`src/rtl/matrix_unloader.sv`:
```
// Serializes a captured 2x2 multiplier result as row-major R x C words; optional header under UNLOADER_HEADER_EN.
// First word one cycle after capture (two with header); words hold while out_ready is low and advance only on transfer.
module matrix_unloader #(
   parameter int ELEM_W  = 16,
   parameter int MAX_DIM = 2
) (
   input  logic                CLK,
   input  logic                RST_N,
   input  logic [4*ELEM_W-1:0] res_mat,
   input  logic                res_valid,
   input  logic [3:0]          rows,
   input  logic [3:0]          cols,
   output logic [ELEM_W-1:0]   out_data,
   output logic                out_valid,
   input  logic                out_ready,
   output logic                out_last,
   output logic                busy,
   output logic                dim_err,
   output logic [7:0]          drop_cnt
);

   localparam logic [3:0] DMAX = 4'(MAX_DIM);

   typedef enum logic [1:0] {
      IDLE = 2'd0,
      SEND = 2'd1
`ifdef UNLOADER_HEADER_EN
      ,HDR = 2'd2
`endif
   } state_t;

   state_t                state_q, state_d;
   logic [4*ELEM_W-1:0]   hold_q, hold_d;
   logic [3:0]            n_q, n_d;
   logic                  two_q, two_d;
   logic [3:0]            idx_q, idx_d;
   logic [ELEM_W-1:0]     data_d;
   logic                  vld_d, last_d, err_d;
   logic [7:0]            drop_d;

   logic [3:0]            rows_cl, cols_cl, n_cap;
   logic                  bad_dims, xfer, capture;

   function automatic logic [ELEM_W-1:0] pick(input logic [4*ELEM_W-1:0] m, input logic [1:0] e);
      case (e)
         2'd0:    return m[4*ELEM_W-1 -: ELEM_W];
         2'd1:    return m[3*ELEM_W-1 -: ELEM_W];
         2'd2:    return m[2*ELEM_W-1 -: ELEM_W];
         default: return m[ELEM_W-1:0];
      endcase
   endfunction

   // Sequence position to element index: a single column skips to the next row.
   function automatic logic [1:0] seq_elem(input logic [1:0] k, input logic two_cols);
      return two_cols ? k : {k[0], 1'b0};
   endfunction

   always_comb begin
      rows_cl  = rows;
      cols_cl  = cols;
      if (rows == 4'd0 || rows > DMAX) rows_cl = DMAX;
      if (cols == 4'd0 || cols > DMAX) cols_cl = DMAX;
      bad_dims = (rows_cl != rows) || (cols_cl != cols);
      n_cap    = rows_cl * cols_cl;

      xfer     = out_valid && out_ready;
      capture  = 1'b0;
      state_d  = state_q;
      hold_d   = hold_q;
      n_d      = n_q;
      two_d    = two_q;
      idx_d    = idx_q;
      data_d   = out_data;
      vld_d    = out_valid;
      last_d   = out_last;
      err_d    = dim_err;
      drop_d   = drop_cnt;

      case (state_q)
         IDLE: capture = res_valid;
`ifdef UNLOADER_HEADER_EN
         HDR: begin
            if (xfer) begin
               state_d = SEND;
               idx_d   = 4'd0;
               data_d  = pick(hold_q, 2'd0);
               last_d  = (n_q == 4'd1);
            end
         end
`endif
         SEND: begin
            if (xfer) begin
               if (out_last) begin
                  if (res_valid) begin
                     capture = 1'b1;
                  end else begin
                     state_d = IDLE;
                     vld_d   = 1'b0;
                     last_d  = 1'b0;
                     data_d  = '0;
                  end
               end else begin
                  idx_d  = idx_q + 4'd1;
                  data_d = pick(hold_q, seq_elem(idx_d[1:0], two_q));
                  last_d = (idx_q + 4'd2 == n_q);
               end
            end
         end
         default: state_d = IDLE;
      endcase

      if (state_q != IDLE && res_valid && !capture && drop_cnt != 8'hFF)
         drop_d = drop_cnt + 8'd1;

      if (capture) begin
         hold_d = res_mat;
         n_d    = n_cap;
         two_d  = (cols_cl == 4'd2);
         idx_d  = 4'd0;
         err_d  = dim_err | bad_dims;
         vld_d  = 1'b1;
`ifdef UNLOADER_HEADER_EN
         state_d = HDR;
         data_d  = ELEM_W'({rows_cl, cols_cl, 4'd0, n_cap});
         last_d  = 1'b0;
`else
         state_d = SEND;
         data_d  = pick(res_mat, 2'd0);
         last_d  = (n_cap == 4'd1);
`endif
      end
   end

   always_ff @(posedge CLK or negedge RST_N) begin
      if (!RST_N) begin
         state_q   <= IDLE;
         hold_q    <= '0;
         n_q       <= '0;
         two_q     <= 1'b0;
         idx_q     <= '0;
         out_data  <= '0;
         out_valid <= 1'b0;
         out_last  <= 1'b0;
         dim_err   <= 1'b0;
         drop_cnt  <= '0;
      end else begin
         state_q   <= state_d;
         hold_q    <= hold_d;
         n_q       <= n_d;
         two_q     <= two_d;
         idx_q     <= idx_d;
         out_data  <= data_d;
         out_valid <= vld_d;
         out_last  <= last_d;
         dim_err   <= err_d;
         drop_cnt  <= drop_d;
      end
   end

   assign busy = (state_q != IDLE);

endmodule

```
`config.mk`:
```
export PLATFORM = sky130hd
export DESIGN_NAME = matrix_unloader
export DESIGN_NICKNAME = d
export VERILOG_FILES = /design/src/rtl/matrix_unloader.sv
export SDC_FILE = /design/constraint.sdc
export NUM_CORES = 1
export LEC_CHECK = 0
export CORE_ASPECT_RATIO = 0.6
export CORE_MARGIN = 2
export CORE_UTILIZATION = 53
export DETAILED_ROUTE_END_ITERATION = 8
export PLACE_DENSITY_LB_ADDON = 0.1
export SYNTH_ARGS = -nofsm -noshare
export SYNTH_HDL_FRONTEND = slang
export SYNTH_SLANG_ARGS = --single-unit
export TNS_END_PERCENT = 30
```
`constraint.sdc`:
```
create_clock -name CLK -period 4.6 [get_ports CLK]
set_input_delay 1.15 -clock CLK [delete_from_list [all_inputs] [get_ports CLK]]
set_output_delay 1.15 -clock CLK [all_outputs]
set_load 0.02 [all_outputs]
```
==> impl_metrics.yaml <==
outcome:
  outcome: "completed"
drt:
  dr.pass1.iters: 5
  wl_per_cell_um: 18.34
  antenna_left: 0
  wl_mm: 12.79
  drtIter0Drc: 388
  vias_per_cell: 5.650
  vias: 3938
  drc: 0
global_route:
  overflow: 0
  grt_pass1_wl_mm: 19.98
  grtUsageTotal: 0.2563
  antenna_found_initial: 0
  grt_max_degree: 106
  grt_pass1_vias: 3718
synth:
  async_flop_share: 1.000
  syn_avg_cell_area_um2: 10.66
  ys_types: 42
  synthAdderAreaFrac: 0.01733
  syn_inst: 474
  ys_seq_elements: 101
  synth_top_family_by_area: "compound AO/OA/AOI/OAI gates"
  netlist_area_mm2: 0.005054
  synth_flop_cell: "dfrtp_1"
  synthMuxAreaShare: 0.1176
  synth-compound-area-share: 0.1852
  yosys_warnings: 0
  synth_edf_count: 0
  seq_area_frac_synth: 0.5001
  synthXorXnorAreaFrac: 0.02773
  synth-simple-area-share: 0.09582
timing:
  post-route-period-util: 0.7675
  slew_violations: 0
  clock.fmax_mhz: 283.2
  hold_viol_final: 0
  fin_tns_setup_ps: 0
  rsz0062_at_grt: "false"
  worst_pin_slew_ps: 1150
  finClkSkew_ps: 5.224
  slew_headroom: 0.2332
  post-route-min-period_ps: 3531
  finalSetupViolations: 0
worst_setup_path:
  worstPathArrival_ps: 3780
  path_buf_inv: 1
  path_common_cell: "ha_1"
  required_ps: 4850
  cp-start-kind: "primary input"
  critPathKind: "in2reg"
  end_kind: "flop"
  cp_slowest_cell: "nor4b_1"
  cp_top_family: "adder cells"
  crit_chain: "clkdlybuf4s50_1 > nor4b_1 > nor2_1 > ha_1 > ha_1 > ha_1 > xor2_1 > xnor2_1 > a31oi_1 > o21ai_0"
  path_max_fanout: 5
  crit_path_max_incr_delay_ps: 670
clocking:
  cts_tree: "built"
  clock-sinks: 101
  cts.repair.resized: 0
  clkLatencyLatePin_ps: 340
  cts_root_buf: "clkbuf_16"
  cts.reportedPaths.clkPinSlew_ps: 70
  ctsHoldBuffers: 0
  cts.path.max_buffers: 2
  htreeDepth: 3
  cts_setup_buffers: 0
  cts_inserted_buffers: 9
pwr:
  p_comb_frac: 0.399
  powerDensity_mw_per_mm2: 537.3
  p_int_uw: 2271
  p_switching_uw: 1193
  p_sw_frac: 0.3444
  clkPwrFrac: 0.236
  peakVddDrop_mv: 0.3107
  power_leakage_uw: 0.002802
  pwr-share-seq: 0.365
floorplan:
  die_h_um: 79.64
  core_area_mm2: 0.009223
  rows: 27
  start_util: 0.5480
  dieArea_mm2: 0.01036
  die_x_um: 130.1
  ioPinCount: 104
final_layout:
  drive_above_1_share: 0.1446
  synthToLayoutAreaGrowth_pct: 27.58
  final_nets: 646
  final_cells: 697
  register_area_mm2: 0.002527
  fillers: 700
  multi_input_area_mm2: 0.002257
  diodes: 0
flow_run:
  max_cap_viol_count: 0
hold_path:
  holdCritPathClass: "reg2reg"
place:
  port_buffers: 103
  gp_congestion: 0.8774
  hpwl_mm: 8.969
  dp_cells: 682
registers in the layout, summed over array words and instances (netlist names):
signal	count
dim_err	1
drop_cnt	8
hold_q	64
idx_q	4
n_q	4
out_data	16
out_last	1
out_valid	1
state_q	1
two_q	1
logic make-up (layout without fill, tap and decap cells):
group | Yosys count | in the layout
AOI/OAI and AO/OA | 133 | 133
xor gates and xnor gates | 16 | 16
adders and majority gates | 7 | 7
buffers and inverters | 54 | 146
DFF | 101 | 101
muxes | 53 | 53
other | 1 | 2
and+or+nand+nor | 109 | 109
cells in the mapped netlist, drive strengths merged, types with 2 or more instances:
cell	number	area, um2
nor3	5	25.02
a21oi	38	190.2
mux2	51	574.3
nor2	59	221.5
clkbuf	3	11.26
and3	2	12.51
inv	20	75.07
ha	7	87.58
o21ai	19	95.09
a211o	16	140.1
a21o	18	135.1
xnor2	5	43.79
xor2	11	96.34
mux2i	2	20.02
a31oi	2	12.51
nand3	6	35.03
nor4b	2	17.52
nor2b	4	32.53
a22o	2	17.52
buf	31	193.9
nand2	24	92.59
o211ai	16	120.1
a221o	17	170.2
dfrtp	101	2527
cell usage in the layout, fill, tap and decap left out, types with 2 or more instances in the layout:
cell type and count:
nor2_1 59, a31oi_1 2, bufinv_16 2, clkdlybuf4s50_1 102, nor2b_1 3, xnor2_1 5
a221o_1 17, conb_1 2, o21ai_0 19, a21oi_1 38, nor4b_1 2, clkinv_4 2
and3_1 2, nand3_1 5, ha_1 7, nand2_1 23, a22o_1 2, xor2_1 11
clkbuf_16 9, nor3_1 5, buf_4 8, mux2_2 51, a21o_1 18, a211o_1 16
inv_1 20, o211ai_1 16, mux2i_1 2, dfrtp_1 101
power by group through the flow:
stage / Sequential [uW] / Clock, uW / Combinational, uW
after floorplan: 1340 / 0 / 828
after CTS: 1260 / 823 / 1380
after global placement: 1270 / 0 / 1340
after detailed placement: 1280 / 0 / 1380
after global routing: 1290 / 866 / 1520
final: 1260 / 817 / 1380
through the flow:
step	utilization	hold slack (ps)	power [uW]	setup WS (ps)	instance area [um2]
floorplan	-	481.4	2167	1370	5057
global placement	0.6640	440.1	2611	862.8	6123
detailed placement	0.6640	473.1	2653	667.9	6123
CTS	0.6991	488.9	3467	1031	6447
global route	0.6991	508.2	3675	804.3	6447
finish	0.6991	474.8	3464	1069	6447
layout make-up:
cell class | instances | area share
Sequential cell | 101 | 0.3920
Multi-Input combinational cell | 320 | 0.3501
Timing Repair Buffer | 111 | 0.1708
Clock buffer | 10 | 0.03707
Tap cell | 130 | 0.02523
Clock inverter | 5 | 0.01320
Inverter | 20 | 0.01164
worst paths after layout:
path / from / endpoint / slack (ps) / cells after the start
max in group asynchronous: RST_N / hold_q[16] / 2670 / 2
worst max-delay path: rows[1] / out_last / 1070 / 10
worst min register to register: dim_err / dim_err / 470 / 1
min in group asynchronous: RST_N / drop_cnt[5] / 910 / 1
worst max register to register: idx_q[0] / out_data[7] / 1760 / 7
worst min-delay path: dim_err / dim_err / 470 / 1
routing by layer:
| metal | up-vias | track usage | wire length, um | part of all wire |
|---|---|---|---|---|
| met5 | - | 0 | 0 | 0 |
| met3 | 13 | 0.07105 | 1035 | 0.081 |
| li1 | 1856 | - | - | - |
| met2 | 162 | 0.3257 | 4943 | 0.39 |
| met1 | 1907 | 0.4238 | 6683 | 0.52 |
| met4 | 0 | 0.05484 | 123 | 0.0096 |
worst register-to-register path, cell delays in order, from the launching register on:
cell and delay [ps]:
dfrtp_1 360, buf_4 250, ha_1 1130, nand2_2 110
nor2_1 320, buf_4 270, a221o_1 200, a21oi_1 80
Note: power is estimated with default switching activity, not from simulation.
